$ cat config.mk
export PLATFORM = sky130hd
export DESIGN_NAME = dmem_arbiter
export DESIGN_NICKNAME = d
export VERILOG_FILES = /design/src/rtl/dmem_arb_pkg.sv /design/src/rtl/dmem_fwd_buf.sv /design/src/rtl/dmem_arbiter.sv
export SDC_FILE = /design/constraint.sdc
export NUM_CORES = 1
export LEC_CHECK = 0
export CAP_MARGIN = 5
export CORE_MARGIN = 5
export CORE_UTILIZATION = 42
export DETAILED_ROUTE_END_ITERATION = 10
export HOLD_SLACK_MARGIN = 0.12
export PLACE_DENSITY = 0.8
export RECOVER_POWER = 25
export SLEW_MARGIN = 20
export SYNTH_ARGS = -nofsm -noshare
export SYNTH_HDL_FRONTEND = slang
export SYNTH_SLANG_ARGS = --single-unit
$ cat constraint.sdc
create_clock -name clk -period 1.85 [get_ports clk]
set_input_delay 0.185 -clock clk [delete_from_list [all_inputs] [get_ports clk]]
set_output_delay 0.185 -clock clk [all_outputs]
set_load 0.05 [all_outputs]
$ cat src/rtl/dmem_arb_pkg.sv
// Shared types and constants for the data-memory arbiter.
// Holds the FSM state encoding, the requester (owner) encoding, address and
// wait-counter widths, and the data-word width helper.
package dmem_arb_pkg;

    // Memory address width; 256 entries
    localparam int unsigned ADDR_W = 8;

    // Width of the host starvation counter and its saturation value
    localparam int unsigned WAIT_W = 4;
    localparam logic [WAIT_W-1:0] WAIT_SAT = 4'd15;

    // Arbiter sequencing states
    typedef enum logic [1:0] {
        IDLE   = 2'd0,
        ACCESS = 2'd1,
        RESP   = 2'd2
    } state_e;

    // Which requester owns the transaction in flight
    typedef enum logic {
        OWN_C = 1'b0,
        OWN_H = 1'b1
    } owner_e;

    // Data word width: one byte per RNS domain
    function automatic int unsigned dw_of(input int unsigned num_domains);
        return num_domains * 8;
    endfunction

endpackage

$ cat src/rtl/dmem_fwd_buf.sv
// Last-write forwarding buffer for the data memory.
// The memory read port only re-evaluates when its address changes, so a load
// from the address that was just written (with the read address unchanged)
// would see stale data. This block remembers the last store and substitutes
// its data on an address hit.
//
// Ports:
//   clk, reset  clock and asynchronous active-high reset
//   wr_en       a store is being issued to memory this cycle
//   wr_addr     store address
//   wr_data     store data
//   rd_drive    a load is driving its address onto the memory read port
//   rd_addr     address of the load in flight (invalidate compare and lookup)
//   mem_data    combinational read data from the memory
//   rd_data_c   selected read data (forwarded or memory), combinational
module dmem_fwd_buf
    import dmem_arb_pkg::*;
#(
    parameter int unsigned DW = 8
) (
    input  logic              clk,
    input  logic              reset,
    input  logic              wr_en,
    input  logic [ADDR_W-1:0] wr_addr,
    input  logic [DW-1:0]     wr_data,
    input  logic              rd_drive,
    input  logic [ADDR_W-1:0] rd_addr,
    input  logic [DW-1:0]     mem_data,
    output logic [DW-1:0]     rd_data_c
);

    logic              fwd_valid;
    logic [ADDR_W-1:0] fwd_addr;
    logic [DW-1:0]     fwd_data;
    logic              hit_c;

    // Capture every store; drop the entry once the memory has been made to
    // re-evaluate by a read-address change away from the forwarded address.
    always_ff @(posedge clk or posedge reset) begin
        if (reset) begin
            fwd_valid <= 1'b0;
            fwd_addr  <= '0;
            fwd_data  <= '0;
        end else if (wr_en) begin
            fwd_valid <= 1'b1;
            fwd_addr  <= wr_addr;
            fwd_data  <= wr_data;
        end else if (rd_drive && (rd_addr != fwd_addr)) begin
            fwd_valid <= 1'b0;
        end
    end

    // Hit compare and read-data select
    assign hit_c     = fwd_valid && (fwd_addr == rd_addr);
    assign rd_data_c = hit_c ? fwd_data : mem_data;

endmodule

$ cat src/rtl/dmem_arbiter.sv
// Data-memory arbiter between the core load/store unit (port C) and the
// host/debug loader (port H). Serialises one transaction at a time through
// IDLE -> ACCESS (-> RESP for loads) and drives the memory's read address,
// write address, write data and store strobe. All outputs are registered.
//
// Ports:
//   clk, reset            clock and asynchronous active-high reset
//   c_req/c_we/c_addr/c_wdata    core request, held until c_gnt
//   c_gnt, c_rvalid, c_rdata     core grant pulse, load-data pulse and data
//   h_req/h_we/h_addr/h_wdata    host request, held until h_gnt
//   h_gnt, h_rvalid, h_rdata     host grant pulse, load-data pulse and data
//   data_rd_addr          memory read address (held between loads)
//   data_wr_addr          memory write address
//   datamem_wr_data       memory write data
//   store_to_mem          memory write enable, sampled by memory on posedge
//   dmem_dout             combinational memory read data
module dmem_arbiter
    import dmem_arb_pkg::*;
#(
    parameter  int unsigned NUM_DOMAINS = 1,
    parameter  int unsigned MAX_WAIT    = 4,
    localparam int unsigned DW          = dw_of(NUM_DOMAINS)
) (
    input  logic          clk,
    input  logic          reset,

    input  logic          c_req,
    input  logic          c_we,
    input  logic [7:0]    c_addr,
    input  logic [DW-1:0] c_wdata,
    output logic          c_gnt,
    output logic          c_rvalid,
    output logic [DW-1:0] c_rdata,

    input  logic          h_req,
    input  logic          h_we,
    input  logic [7:0]    h_addr,
    input  logic [DW-1:0] h_wdata,
    output logic          h_gnt,
    output logic          h_rvalid,
    output logic [DW-1:0] h_rdata,

    output logic [7:0]    data_rd_addr,
    output logic [7:0]    data_wr_addr,
    output logic [DW-1:0] datamem_wr_data,
    output logic          store_to_mem,
    input  logic [DW-1:0] dmem_dout
);

    state_e            state;
    owner_e            owner_q;
    logic              we_q;
    logic [ADDR_W-1:0] addr_q;
    logic [DW-1:0]     wdata_q;
    logic [WAIT_W-1:0] wait_cnt;

    logic              h_wins_c;
    logic              fwd_wr_c;
    logic              fwd_rd_c;
    logic [DW-1:0]     rd_data_c;

    // Core wins by default; host wins when alone or once it has been
    // passed over MAX_WAIT times in a row.
    assign h_wins_c = h_req && (!c_req || (wait_cnt >= WAIT_W'(MAX_WAIT)));

    // Forwarding buffer updates alongside the registered memory controls
    assign fwd_wr_c = (state == ACCESS) && we_q;
    assign fwd_rd_c = (state == ACCESS) && !we_q;

    dmem_fwd_buf #(
        .DW (DW)
    ) u_fwd_buf (
        .clk       (clk),
        .reset     (reset),
        .wr_en     (fwd_wr_c),
        .wr_addr   (addr_q),
        .wr_data   (wdata_q),
        .rd_drive  (fwd_rd_c),
        .rd_addr   (addr_q),
        .mem_data  (dmem_dout),
        .rd_data_c (rd_data_c)
    );

    // Arbiter FSM with registered outputs
    always_ff @(posedge clk or posedge reset) begin
        if (reset) begin
            state           <= IDLE;
            owner_q         <= OWN_C;
            we_q            <= 1'b0;
            addr_q          <= '0;
            wdata_q         <= '0;
            wait_cnt        <= '0;
            c_gnt           <= 1'b0;
            h_gnt           <= 1'b0;
            c_rvalid        <= 1'b0;
            h_rvalid        <= 1'b0;
            c_rdata         <= '0;
            h_rdata         <= '0;
            data_rd_addr    <= '0;
            data_wr_addr    <= '0;
            datamem_wr_data <= '0;
            store_to_mem    <= 1'b0;
        end else begin
            // Pulses default low every cycle
            c_gnt        <= 1'b0;
            h_gnt        <= 1'b0;
            c_rvalid     <= 1'b0;
            h_rvalid     <= 1'b0;
            store_to_mem <= 1'b0;

            case (state)
                IDLE: begin
                    if (c_req || h_req) begin
                        state <= ACCESS;
                        if (h_wins_c) begin
                            owner_q  <= OWN_H;
                            we_q     <= h_we;
                            addr_q   <= h_addr;
                            wdata_q  <= h_wdata;
                            h_gnt    <= 1'b1;
                            wait_cnt <= '0;
                        end else begin
                            owner_q <= OWN_C;
                            we_q    <= c_we;
                            addr_q  <= c_addr;
                            wdata_q <= c_wdata;
                            c_gnt   <= 1'b1;
                            // Host lost this round while asking
                            if (h_req && (wait_cnt != WAIT_SAT)) begin
                                wait_cnt <= wait_cnt + WAIT_W'(1);
                            end
                        end
                    end
                end

                ACCESS: begin
                    if (we_q) begin
                        store_to_mem    <= 1'b1;
                        data_wr_addr    <= addr_q;
                        datamem_wr_data <= wdata_q;
                        state           <= IDLE;
                    end else begin
                        // Read address is left in place after the load
                        data_rd_addr <= addr_q;
                        state        <= RESP;
                    end
                end

                RESP: begin
                    if (owner_q == OWN_H) begin
                        h_rdata  <= rd_data_c;
                        h_rvalid <= 1'b1;
                    end else begin
                        c_rdata  <= rd_data_c;
                        c_rvalid <= 1'b1;
                    end
                    state <= IDLE;
                end

                default: state <= IDLE;
            endcase
        end
    end

endmodule

# Word-level counts from Yosys, hierarchy flattened
# Index checks and enable logic that the tools add are counted.
[totals]
regBits = 86
[op_classes]
n_addsub = 1
magnitude_cmp = 1
n_eq_ne = 6
muxes = 23
bitwise = 2
n_reduce_logical = 19
[ops]
columns = ["cell", "n"]
rows = [
  ["$mux W8", 3],
  ["$mux W1", 15],
  ["$reduce_and A2 Y1", 5],
  ["$eq A8 B8 Y1", 1],
  ["$mux W4", 2],
  ["$ne A8 B8 Y1", 1],
  ["$logic_and A1 B1 Y1", 6],
  ["$add A4 B1 Y4 const B", 1],
  ["$ge A4 B3 Y1 const B", 1],
  ["$mux W2", 2],
  ["$ne A4 B4 Y1 const B", 1],
  ["$pmux W2 S2", 1],
  ["$reduce_bool A2 Y1", 2],
  ["$reduce_and A3 Y1", 1],
  ["$eq A2 B1 Y1 const B", 1],
  ["$eq A2 B2 Y1 const B", 1],
  ["$logic_not A1 Y1", 2],
  ["$logic_not A2 Y1", 1],
  ["$logic_or A1 B1 Y1", 2],
  ["$ne A2 B2 Y1 const B", 1],
  ["$not A1 Y1", 2],
]

# Depth between registers and ports, before layout
[logic_depth]
ltp_word = 6
depth_mapped = 6
depth_no_buf = 4

# Cells and area by module
# Synthesis repeated with hierarchy kept, for this count alone.
[unflattened]
hier_cells = 293
area_unflattened_um2 = 3688.5
[by_module_without_submodules]
columns = ["module", "n_inst", "cells_per_inst", "area_per_inst_um2"]
rows = [
  ["dmem_arbiter", 1, 235, 2865.2],
  ["dmem_fwd_buf", 1, 58, 823.3],
]

# Worst setup path after synthesis
# Ideal clock, no wire load.
[synth_path]
path_type = "register to register"
from = "register data_wr_addr[2] (netlist name)"
to = "register c_rdata[0]"
t_arrival_ps = 1483
slack_ps = 231
path_stages_with_launch = 5
path_buffers = 0
period_less_slack_ps = 1619
path_cell_list = "dfrtp_1 -> xnor2_1 -> nand4_1 -> o31ai_1 -> a31oi_1"
[synth_lines]
columns = ["item", "line", "text"]
rows = [
  ["to (signal assigned)", "dmem_arbiter.sv:154", "c_rdata <= rd_data_c;"],
  ["to (decl)", "dmem_arbiter.sv:33", "output logic [DW-1:0] c_rdata,"],
]

# Worst setup path in the final report
[layout_path]
from = "register data_wr_addr[7]"
to = "output data_wr_addr[7]"
[layout_lines]
columns = ["item", "line", "text"]
rows = [
  ["from (decl)", "dmem_arbiter.sv:44", "output logic [7:0] data_wr_addr,"],
  ["from (signal assigned)", "dmem_arbiter.sv:139", "data_wr_addr <= addr_q;"],
]
# No word-level cell between the ends.

==> reports/metrics.yaml <==
placement:
  routabilityCongestion: 0.746
  numPortBuffers: 90
  dp_cells: 461
  dpl_cell_area_sq_um: 4040
  dp_slack_ps: 106
  dpl.hpwl_microns: 5390
worst_setup_path:
  endpoint: "data_wr_addr[7]"
  cp-start-kind: "register"
  rrSetupSlack_ps: 240
  r2r-start: "addr_q[3]"
  path_cells: "clkdlybuf4s50_1"
  cp.depth: 1
  critPathTopFamily: "buffers and inverters"
  required_ps: 1660
  worst-setup-path-type: "reg2out"
  slowest_stage: "clkdlybuf4s50_1"
  arrival_ps: 1580
  worstSetupStartpoint: "data_wr_addr[7]"
  critPathMaxStageDelay_ps: 840
  timing.rr.end: "c_rdata[4]"
  endpoint_kind: "output port"
  reg2reg_depth: 4
  path_buf_inv: 1
  cp_max_fo: 3
die:
  die_area_sq_um: 8950
  start_util: 0.438
  placement_rows: 30
  fp.dieW_microns: 94.6
  coreArea_sq_um: 6870
  ios: 91
  die_h_microns: 94.6
cts:
  cts_root_buffer: "clkbuf_8"
  clk_latency_ps: 340
  path_clk_slew_ps: 70
  cts_hold_buf: 0
  cts_tree: "built"
  clkSinkCount: 70
  cts.path.max_buffers: 2
  cts_inserted_buffers: 9
  cts-htree-levels: 3
synth:
  syn_nets: 328
  synth_cell_types: 32
  synthArstFlopShare: 1.00
  synth_flop_cell: "dfrtp_1"
  ys_warn_count: 0
  yosys.area.top_type_share: 0.582
  ys_ff_latch: 70
  synth.largest_area_cell: "dfrtp_1"
  synth-edff-count: 0
  post_synth_main_area_contributors: "dfrtp_1 58%, nand2_1 6.6%, mux2i_1 5.7%, nor2_1 4.5%, a31oi_1 3.5%"
  syn_avg_cell_area_sq_um: 10.7
  ys_seq_area_frac: 0.582
  syn_inst: 281
  synth_area_sq_um: 3010
timing:
  clock_skew_ps: 5.95
  rsz0062_at_grt: "no"
  period_share: 0.956
  drv_slew: 0
  clock.fmax_mhz: 565
  hold_violations: 0
  fin_tns_setup_ps: 0
  setup_slack_ps: 80.6
  period_minus_slack_ps: 1770
  slew_headroom: 0.354
  tightest_slew_ps: 964
  setup_viol: 0
detailed_routing:
  routedWlPerCell_microns: 15.3
  drcViolationCount: 0
  viasPerCell: 5.01
  ant_nets: 0
  routed_wl_microns: 7320
  drt_iter0_drc: 87
  firstDrtPassIters: 4
  vias: 2397
pwr:
  seqPwrFrac: 0.324
  internal_power_w: 0.00448
  p_leak_nw: 1.83
  p_switching_w: 0.00413
  switching_share: 0.479
  clockPowerShare: 0.138
  ir_drop_v: 0.00126
  comb_power_share: 0.538
  cellPowerDensity_nw_per_um2: 2040
layout:
  final_cell_area_sq_um: 4220
  stdcell_count: 478
  drive_gt1_frac: 0.110
  syn2layout_area_growth_pct: 40.3
  nets: 424
  diodes: 0
  postLayoutCoreUtil: 0.614
flow_run:
  maxCapViolCount: 0
global_route:
  grt_max_degree: 38
  grt_pass1_vias: 2436
  antenna_found_initial: 0
  grt_pass1_wl_microns: 11700
  grt_usage: 0.170
  gr-total-overflow: 0
min_path:
  min_path_type: "in2reg"
run_status:
  status: "finished clean"
per-stage QoR:
step / total power (W) / hold slack (ps)
final: 0.00860 / 452
after global routing: 0.00914 / 456
after CTS: 0.00866 / 236
after detailed placement: 0.00746 / 456
after global placement: 0.00731 / 451
after floorplan: 0.00589 / 350
power by group through the flow:
stage	Sequential, W	Combinational [W]	Clock [W]
3_3_place_gp	0.00278	0.00453	0
6_report	0.00279	0.00462	0.00119
4_1_cts	0.00280	0.00466	0.00121
5_1_grt	0.00289	0.00497	0.00128
3_5_place_dp	0.00282	0.00464	0
2_1_floorplan	0.00429	0.00160	0
repair_timing:
item	in CTS	in global routing
buffers inserted	0	1
gates resized for setup	0	1
setup endpoints to repair	0	16
registers in the layout, indices dropped and copies added (netlist names), 4 cells and up:
signal	flops
addr_q	8
c_rdata	8
data_rd_addr	8
data_wr_addr	8
datamem_wr_data	8
h_rdata	8
wdata_q	8
wait_cnt	4
worst min-delay path: cells and delay by family:
| family | cells | cell delay [ps] |
|---|---|---|
| buffers and inverters | 1 | 410 |
| AOI/OAI and AO/OA | 2 | 170 |
routing by layer:
metal / vias up / global-route usage / wire length, microns
li1: 1166 / - / -
met1: 1146 / 0.207 / 3170
met2: 74 / 0.288 / 3560
met3: 11 / 0.0518 / 492
met4: 0 / 0.0589 / 94
met5: - / 0 / 0
cell families after synthesis:
group / Yosys count / synth area share
DFF: 70 / 0.582
AOI/OAI and AO/OA: 46 / 0.0915
and+or+nand+nor: 114 / 0.174
buffers and inverters: 17 / 0.0379
adders and majority gates: 1 / 0.00416
xor gates and xnor gates: 8 / 0.0233
muxes: 25 / 0.0865
cell usage after synthesis (2+ instances only):
library cell	number
a21oi_1	17
a31oi_1	17
and2_2	2
buf_12	2
buf_2	8
buf_4	2
dfrtp_1	70
inv_1	2
mux2_2	8
mux2i_1	17
nand2_1	53
nand3_1	4
nand4_1	9
nor2_1	36
nor3b_2	2
o21ai_0	2
o31ai_1	8
xnor2_1	8
area by class of cell:
| type | instances | area (sq um) |
|---|---|---|
| timing repair buffer | 98 | 996 |
| tap | 96 | 120 |
| multi-input combinational | 194 | 1150 |
| clock inverter | 7 | 65.1 |
| inverter | 4 | 16.3 |
| sequential | 70 | 1750 |
| clock buffer | 9 | 124 |
| fill | 592 | 2650 |
cells in the final DEF, fill, tap and decap left out, drive strengths merged, types with 2 or more instances in the layout:
cell type / instances
nor2: 37
nor3b: 3
inv: 2
buf: 7
clkinv: 5
mux2: 8
o31ai: 8
a21oi: 17
xnor2: 8
mux2i: 17
clkbuf: 10
nand2b: 2
a31oi: 17
and2: 3
nand3: 4
dfrtp: 70
nand4: 9
nand2: 53
clkinvlp: 3
o21ai: 2
clkdlybuf4s50: 89
how the worst min path moves through the flow:
stage            startpoint                 end  slack [ps]  cells past startpoint
2_1_floorplan         reset           addr_q[0]         350                      1
3_5_place_dp     wdata_q[4]  datamem_wr_data[4]         460                      2
6_report       dmem_dout[6]          h_rdata[6]         450                      3
5_1_grt        dmem_dout[3]          h_rdata[3]         460                      3
3_3_place_gp     wdata_q[4]  datamem_wr_data[4]         450                      2
4_1_cts               reset         wait_cnt[0]         240                      2
No activity file was read; power rests on OpenSTA's default activity.
